===== src/rtl/restoring_div_18b_if.sv =====
// restoring_div_18b_if
//   Start/done handshake bundle for the 18-bit sequential divider.
//   master : drives start/sign/a/b, observes q/r/busy/done (requester side)
//   slave  : the divider itself
//   start  request pulse, sampled on rising clk
//   sign   1 = two's-complement divide, 0 = unsigned
//   a, b   dividend / divisor (18 bit)
//   q, r   quotient / remainder, registered
//   busy   operation in flight
//   done   one-cycle result-valid pulse
interface restoring_div_18b_if;
  logic        start;
  logic        sign;
  logic [17:0] a;
  logic [17:0] b;
  logic [17:0] q;
  logic [17:0] r;
  logic        busy;
  logic        done;

  modport master (output start, sign, a, b, input q, r, busy, done);
  modport slave  (input start, sign, a, b, output q, r, busy, done);
endinterface


===== src/rtl/restoring_div_18b.sv =====
// restoring_div_18b
//   Sequential 18-bit radix-2 restoring divider, signed or unsigned, with
//   RISC-V M-extension results for divide-by-zero and signed overflow.
//   One quotient bit per cycle: 18 CALC cycles, one FIX cycle, one DONE cycle.
// Ports
//   clk    rising-edge clock
//   rst_n  asynchronous active-low reset
//   bus    restoring_div_18b_if.slave (start/sign/a/b in, q/r/busy/done out)

// Block carry-lookahead adder: ripple inside 4-bit groups, lookahead between
// groups. cout_o is the true carry out of the MSB.
module cla_adder #(
  parameter int W = 19
) (
  input  logic [W-1:0] a_i,
  input  logic [W-1:0] b_i,
  input  logic         cin_i,
  output logic [W-1:0] sum_o,
  output logic         cout_o
);
  localparam int NG = (W + 3) / 4;

  logic [W-1:0] g, p, c;
  logic         carry, cr, grp_g, grp_p;

  assign g = a_i & b_i;
  assign p = a_i ^ b_i;

  always_comb begin
    c     = '0;
    carry = cin_i;
    cr    = 1'b0;
    grp_g = 1'b0;
    grp_p = 1'b1;
    for (int gi = 0; gi < NG; gi++) begin
      grp_g = 1'b0;
      grp_p = 1'b1;
      cr    = carry;
      for (int k = 0; k < 4; k++) begin
        if (gi * 4 + k < W) begin
          c[gi*4+k] = cr;
          cr        = g[gi*4+k] | (p[gi*4+k] & cr);
          grp_g     = g[gi*4+k] | (p[gi*4+k] & grp_g);
          grp_p     = grp_p & p[gi*4+k];
        end
      end
      carry = grp_g | (grp_p & carry);
    end
  end

  assign sum_o  = p ^ c;
  assign cout_o = carry;
endmodule

module restoring_div_18b (
  input  logic               clk,
  input  logic               rst_n,
  restoring_div_18b_if.slave bus
);
  typedef enum logic [1:0] {IDLE, CALC, FIX, DONE} state_e;

  state_e      state_q;
  logic [17:0] dvd_q;     // dividend shifting out / quotient shifting in
  logic [17:0] dsr_q;     // divisor magnitude
  logic [18:0] prem_q;    // partial remainder
  logic [4:0]  cnt_q;
  logic        negq_q, negr_q;
  logic [17:0] q_q, r_q;
  logic        busy_q, done_q;

  logic [17:0] a_abs, b_abs;
  logic        ovf;
  logic [18:0] prem_sh, trial;
  logic        no_borrow;

  assign a_abs = (bus.sign & bus.a[17]) ? -bus.a : bus.a;
  assign b_abs = (bus.sign & bus.b[17]) ? -bus.b : bus.b;
  assign ovf   = bus.sign && (bus.a == 18'h20000) && (bus.b == 18'h3FFFF);

  // The shifted remainder can reach 2^19-1 while the divisor is below 2^18,
  // so the 19-bit difference's MSB is not a reliable sign; the adder's carry
  // out (no borrow) is used to decide whether the trial subtraction fits.
  assign prem_sh = {prem_q[17:0], dvd_q[17]};

  cla_adder #(.W(19)) u_sub (
    .a_i   (prem_sh),
    .b_i   (~{1'b0, dsr_q}),
    .cin_i (1'b1),
    .sum_o (trial),
    .cout_o(no_borrow)
  );

  always_ff @(posedge clk or negedge rst_n) begin
    if (!rst_n) begin
      state_q <= IDLE;
      dvd_q   <= '0;
      dsr_q   <= '0;
      prem_q  <= '0;
      cnt_q   <= '0;
      negq_q  <= 1'b0;
      negr_q  <= 1'b0;
      q_q     <= '0;
      r_q     <= '0;
      busy_q  <= 1'b0;
      done_q  <= 1'b0;
    end else begin
      done_q <= 1'b0;
      case (state_q)
        IDLE, DONE: begin
          if (bus.start) begin
            busy_q <= 1'b1;
            cnt_q  <= '0;
            negq_q <= 1'b0;
            negr_q <= 1'b0;
            // Special cases park their results in the datapath registers so
            // FIX writes them out through the same path, sign fix disabled.
            if (bus.b == 18'd0) begin
              dvd_q   <= '1;
              prem_q  <= {1'b0, bus.a};
              state_q <= FIX;
            end else if (ovf) begin
              dvd_q   <= 18'h20000;
              prem_q  <= '0;
              state_q <= FIX;
            end else begin
              dvd_q   <= a_abs;
              dsr_q   <= b_abs;
              prem_q  <= '0;
              negq_q  <= bus.sign & (bus.a[17] ^ bus.b[17]);
              negr_q  <= bus.sign & bus.a[17];
              state_q <= CALC;
            end
          end else begin
            state_q <= IDLE;
          end
        end
        CALC: begin
          dvd_q  <= {dvd_q[16:0], no_borrow};
          prem_q <= no_borrow ? trial : prem_sh;
          cnt_q  <= cnt_q + 5'd1;
          if (cnt_q == 5'd17) state_q <= FIX;
        end
        FIX: begin
          q_q     <= negq_q ? -dvd_q : dvd_q;
          r_q     <= negr_q ? -prem_q[17:0] : prem_q[17:0];
          busy_q  <= 1'b0;
          done_q  <= 1'b1;
          state_q <= DONE;
        end
        default: state_q <= IDLE;
      endcase
    end
  end

  assign bus.q    = q_q;
  assign bus.r    = r_q;
  assign bus.busy = busy_q;
  assign bus.done = done_q;
endmodule


===== src/flat_wrapper.sv =====
// flat-port wrapper written by rule: the top's interface ports become plain ports
module restoring_div_18b_flat 
  (clk, rst_n, bus_start, bus_sign, bus_a, bus_b, bus_q, bus_r, bus_busy, bus_done);
  restoring_div_18b_if bus_i ();
  input  logic clk;
  input  logic rst_n;
  input wire logic [$bits(bus_i.start)-1:0] bus_start;
  input wire logic [$bits(bus_i.sign)-1:0] bus_sign;
  input wire logic [$bits(bus_i.a)-1:0] bus_a;
  input wire logic [$bits(bus_i.b)-1:0] bus_b;
  output wire logic [$bits(bus_i.q)-1:0] bus_q;
  output wire logic [$bits(bus_i.r)-1:0] bus_r;
  output wire logic [$bits(bus_i.busy)-1:0] bus_busy;
  output wire logic [$bits(bus_i.done)-1:0] bus_done;
  assign bus_i.start = bus_start;
  assign bus_i.sign = bus_sign;
  assign bus_i.a = bus_a;
  assign bus_i.b = bus_b;
  assign bus_q = bus_i.q;
  assign bus_r = bus_i.r;
  assign bus_busy = bus_i.busy;
  assign bus_done = bus_i.done;
  restoring_div_18b u_core (.clk(clk), .rst_n(rst_n), .bus(bus_i));
endmodule

===== config.mk =====
export PLATFORM = sky130hd
export DESIGN_NAME = restoring_div_18b_flat
export DESIGN_NICKNAME = d
export VERILOG_FILES = /design/src/rtl/restoring_div_18b_if.sv /design/src/rtl/restoring_div_18b.sv /design/src/flat_wrapper.sv
export SDC_FILE = /design/constraint.sdc
export NUM_CORES = 1
export LEC_CHECK = 0
export CAP_MARGIN = 20
export CORE_UTILIZATION = 45
export CTS_CLUSTER_SIZE = 16
export DETAILED_ROUTE_END_ITERATION = 12
export PLACE_DENSITY = 0.66
export SLEW_MARGIN = 20
export SYNTH_ARGS = -nofsm -noshare
export SYNTH_HDL_FRONTEND = slang
export SYNTH_SLANG_ARGS = --single-unit

===== constraint.sdc =====
create_clock -name clk -period 5.9 [get_ports clk]
set_input_delay 1.18 -clock clk [delete_from_list [all_inputs] [get_ports clk]]
set_output_delay 1.18 -clock clk [all_outputs]
set_load 0.005 [all_outputs]

==> impl_metrics.toml <==
[die]
placementRows = 44
die_y_microns = 125
fp.coreArea_sq_um = 14700
dieArea_sq_um = 15700
die_w_microns = 125
ioPinCount = 78
start_util = 0.465

[clock_network]
cts_root_buffer = "clkbuf_16"
cts_tree = "yes"
clk_latency_ns = 0.36
cts.path.max_buffers = 2
postCtsSetupBuffers = 0
cts_buffers = 9
clkSinkCount = 101
path_clk_slew_ns = 0.07
htreeDepth = 3
cts_resized = 0
hold_buffers = 0

[place]
io_buffers = 77
gp_congestion = 0.947
hpwlAfterDp_microns = 14900
dpl.cell_count = 1007

[final_layout]
nFillCells = 1360
layout_common_cells = "dfrtp_1, a21oi_1, nor2_1"
stdcell_count = 1024
syn_to_final_growth_pct = 17.0
antenna_cells = 0
layout_commonest_cell = "dfrtp_1"
final_nets = 915
drive_above_1_share = 0.0655

[timing]
slew_viol_final = 0
rsz0062_at_grt = "false"
relSlewSlack = 0.336
fmax_ghz = 0.237
period_needed_ns = 4.21
setup_viol = 0
finalClockSkew_ns = 0.00746
period_share = 0.714
worstMarginPinSlew_ns = 0.994
fin_setup_tns_ns = 0
finalHoldViolCount = 0

[synth]
yosysUniqueCellTypes = 58
yosysWarnings = 0
yosys_most_used_dff = "dfrtp_1"
synth-seq-cells = 101
ys_seq_area_frac = 0.370
mappedNetlistArea_sq_um = 6840
synthArstFlopShare = 1.00
synth_fp_nets = 861
synth_edf_count = 0
synth_area_per_cell_sq_um = 8.75
syn_inst = 781

[routing]
drc = 8
ant_nets = 0
wl_microns = 19500
num_vias = 6033
drtIter0Drc = 463
routedWlPerCell_microns = 19.0
dr.pass1.iters = 9
avgViaCountPerCell = 5.89

[status]
violations = "DRC"
outcome = "complete, but fails checks"

[power]
finalPower_mw = 4.77
power_density_nw_per_um2 = 596
leakage_nw = 3.29
vdd_drop_max_v = 0.000276

[worst_setup_path]
cp-end-kind = "flop"
cp.required_ns = 6.17
crit_type = "in2reg"
cp_max_fo = 39
cp.arrival_ns = 4.48
cp-start-kind = "input port"

[worst_hold_path]
hold_class = "reg2reg"

[grt]
grt_usage = 0.259
first_global_vias = 5833
grt_max_degree = 74
gr-total-overflow = 0
antenna_found_initial = 0
grt_pass1_wl_microns = 31500

[job]
cap_violations = 0
==> final timing paths <==
check | startpoint | cells past startpoint | slack [ns] | to
worst min-delay path | u_core.cnt_q[4] | 1 | 0.48 | u_core.cnt_q[4]
max in group asynchronous | rst_n | 2 | 3.90 | u_core.prem_q[11]
worst max register to register | u_core.prem_q[2] | 11 | 2.07 | u_core.prem_q[14]
worst min register to register | u_core.cnt_q[4] | 1 | 0.48 | u_core.cnt_q[4]
min in group asynchronous | rst_n | 1 | 0.74 | u_core.dsr_q[2]
worst max-delay path | bus_a[5] | 7 | 1.69 | u_core.dsr_q[5]
==> metal layers <==
metal	share of wire	vias up	GRT usage
met2	0.45	221	0.402
met3	0.064	40	0.0441
li1	-	2876	-
met5	0	-	0
met1	0.46	2896	0.357
met4	0.026	0	0.112
==> state kept, by name, summed over array words and instances, names as in the netlist <==
| name | count |
|---|---|
| u_core.bus.busy | 1 |
| u_core.bus.done | 1 |
| u_core.bus.q | 18 |
| u_core.bus.r | 18 |
| u_core.cnt_q | 5 |
| u_core.dsr_q | 18 |
| u_core.dvd_q | 18 |
| u_core.negq_q | 1 |
| u_core.negr_q | 1 |
| u_core.prem_q | 18 |
| u_core.state_q | 2 |
==> cells by family after synthesis <==
kind of cell / count (synthesis) / synth area share
buffers and inverters: 88 / 0.0538
AO/OA/AOI/OAI: 226 / 0.196
flip-flops: 101 / 0.370
XOR/XNOR: 68 / 0.0871
AND/OR/NAND/NOR: 233 / 0.168
adder cells (fa/ha/maj): 40 / 0.0864
multiplexers: 25 / 0.0392
==> synthesized netlist by cell type, types with 5 or more instances <==
master / instances / area (sq um)
or3_1: 8 / 50.1
nand4_1: 7 / 43.8
dfrtp_1: 101 / 2530
xnor2_1: 35 / 307
ha_1: 28 / 350
nand3_1: 12 / 60.1
a31oi_1: 7 / 43.8
nor3_1: 20 / 100
nor2_1: 82 / 308
inv_1: 47 / 176
mux2_2: 14 / 158
a21oi_1: 101 / 505
o22ai_1: 11 / 68.8
mux2i_1: 11 / 110
o21ai_0: 47 / 235
clkbuf_1: 31 / 116
fa_1: 12 / 240
or4_1: 6 / 45.0
nand2_1: 59 / 221
o31ai_1: 15 / 113
xor2_1: 33 / 289
and3_1: 7 / 43.8
nand2b_1: 5 / 31.3
a221oi_1: 11 / 96.3
o21bai_1: 5 / 37.5
==> cell type report <==
type / instances / area [sq um] / share of cell area
flip-flops and latches: 101 / 2530 / 0.316
repair buffers: 84 / 827 / 0.103
clock buffers: 12 / 246 / 0.0308
multi-input cells: 592 / 3960 / 0.495
clock inverters: 4 / 32.5 / 0.00407
well taps: 184 / 230 / 0.0288
inverters: 47 / 176 / 0.0221
==> power by group <==
group          internal, mW  total (mW)  switching (mW)
logic                  1.25        2.74            1.50
clock network         0.301       0.572           0.271
registers              1.05        1.45           0.406
total                  2.59        4.77            2.17
==> worst max-delay path, cell delays in order <==
cell             delay, ns
clkdlybuf4s50_1       0.61
nor4_2                0.74
nand3_1               0.31
nor4_4                0.70
or3_2                 0.64
nor2_1                0.12
a21oi_1               0.15
==> metrics by stage <==
step / hold WS, ns / worst slack, ns / cell area, sq um / utilization
3_5_place_dp: 0.470 / 1.39 / 7700 / 0.524
2_1_floorplan: 0.450 / 2.74 / 6840 / -
6_report: 0.484 / 1.69 / 8000 / 0.544
3_3_place_gp: 0.465 / 1.56 / 7700 / 0.524
4_1_cts: 0.485 / 1.75 / 7980 / 0.543
5_1_grt: 0.496 / 1.45 / 8000 / 0.544
(Power assumes the default switching activity.)
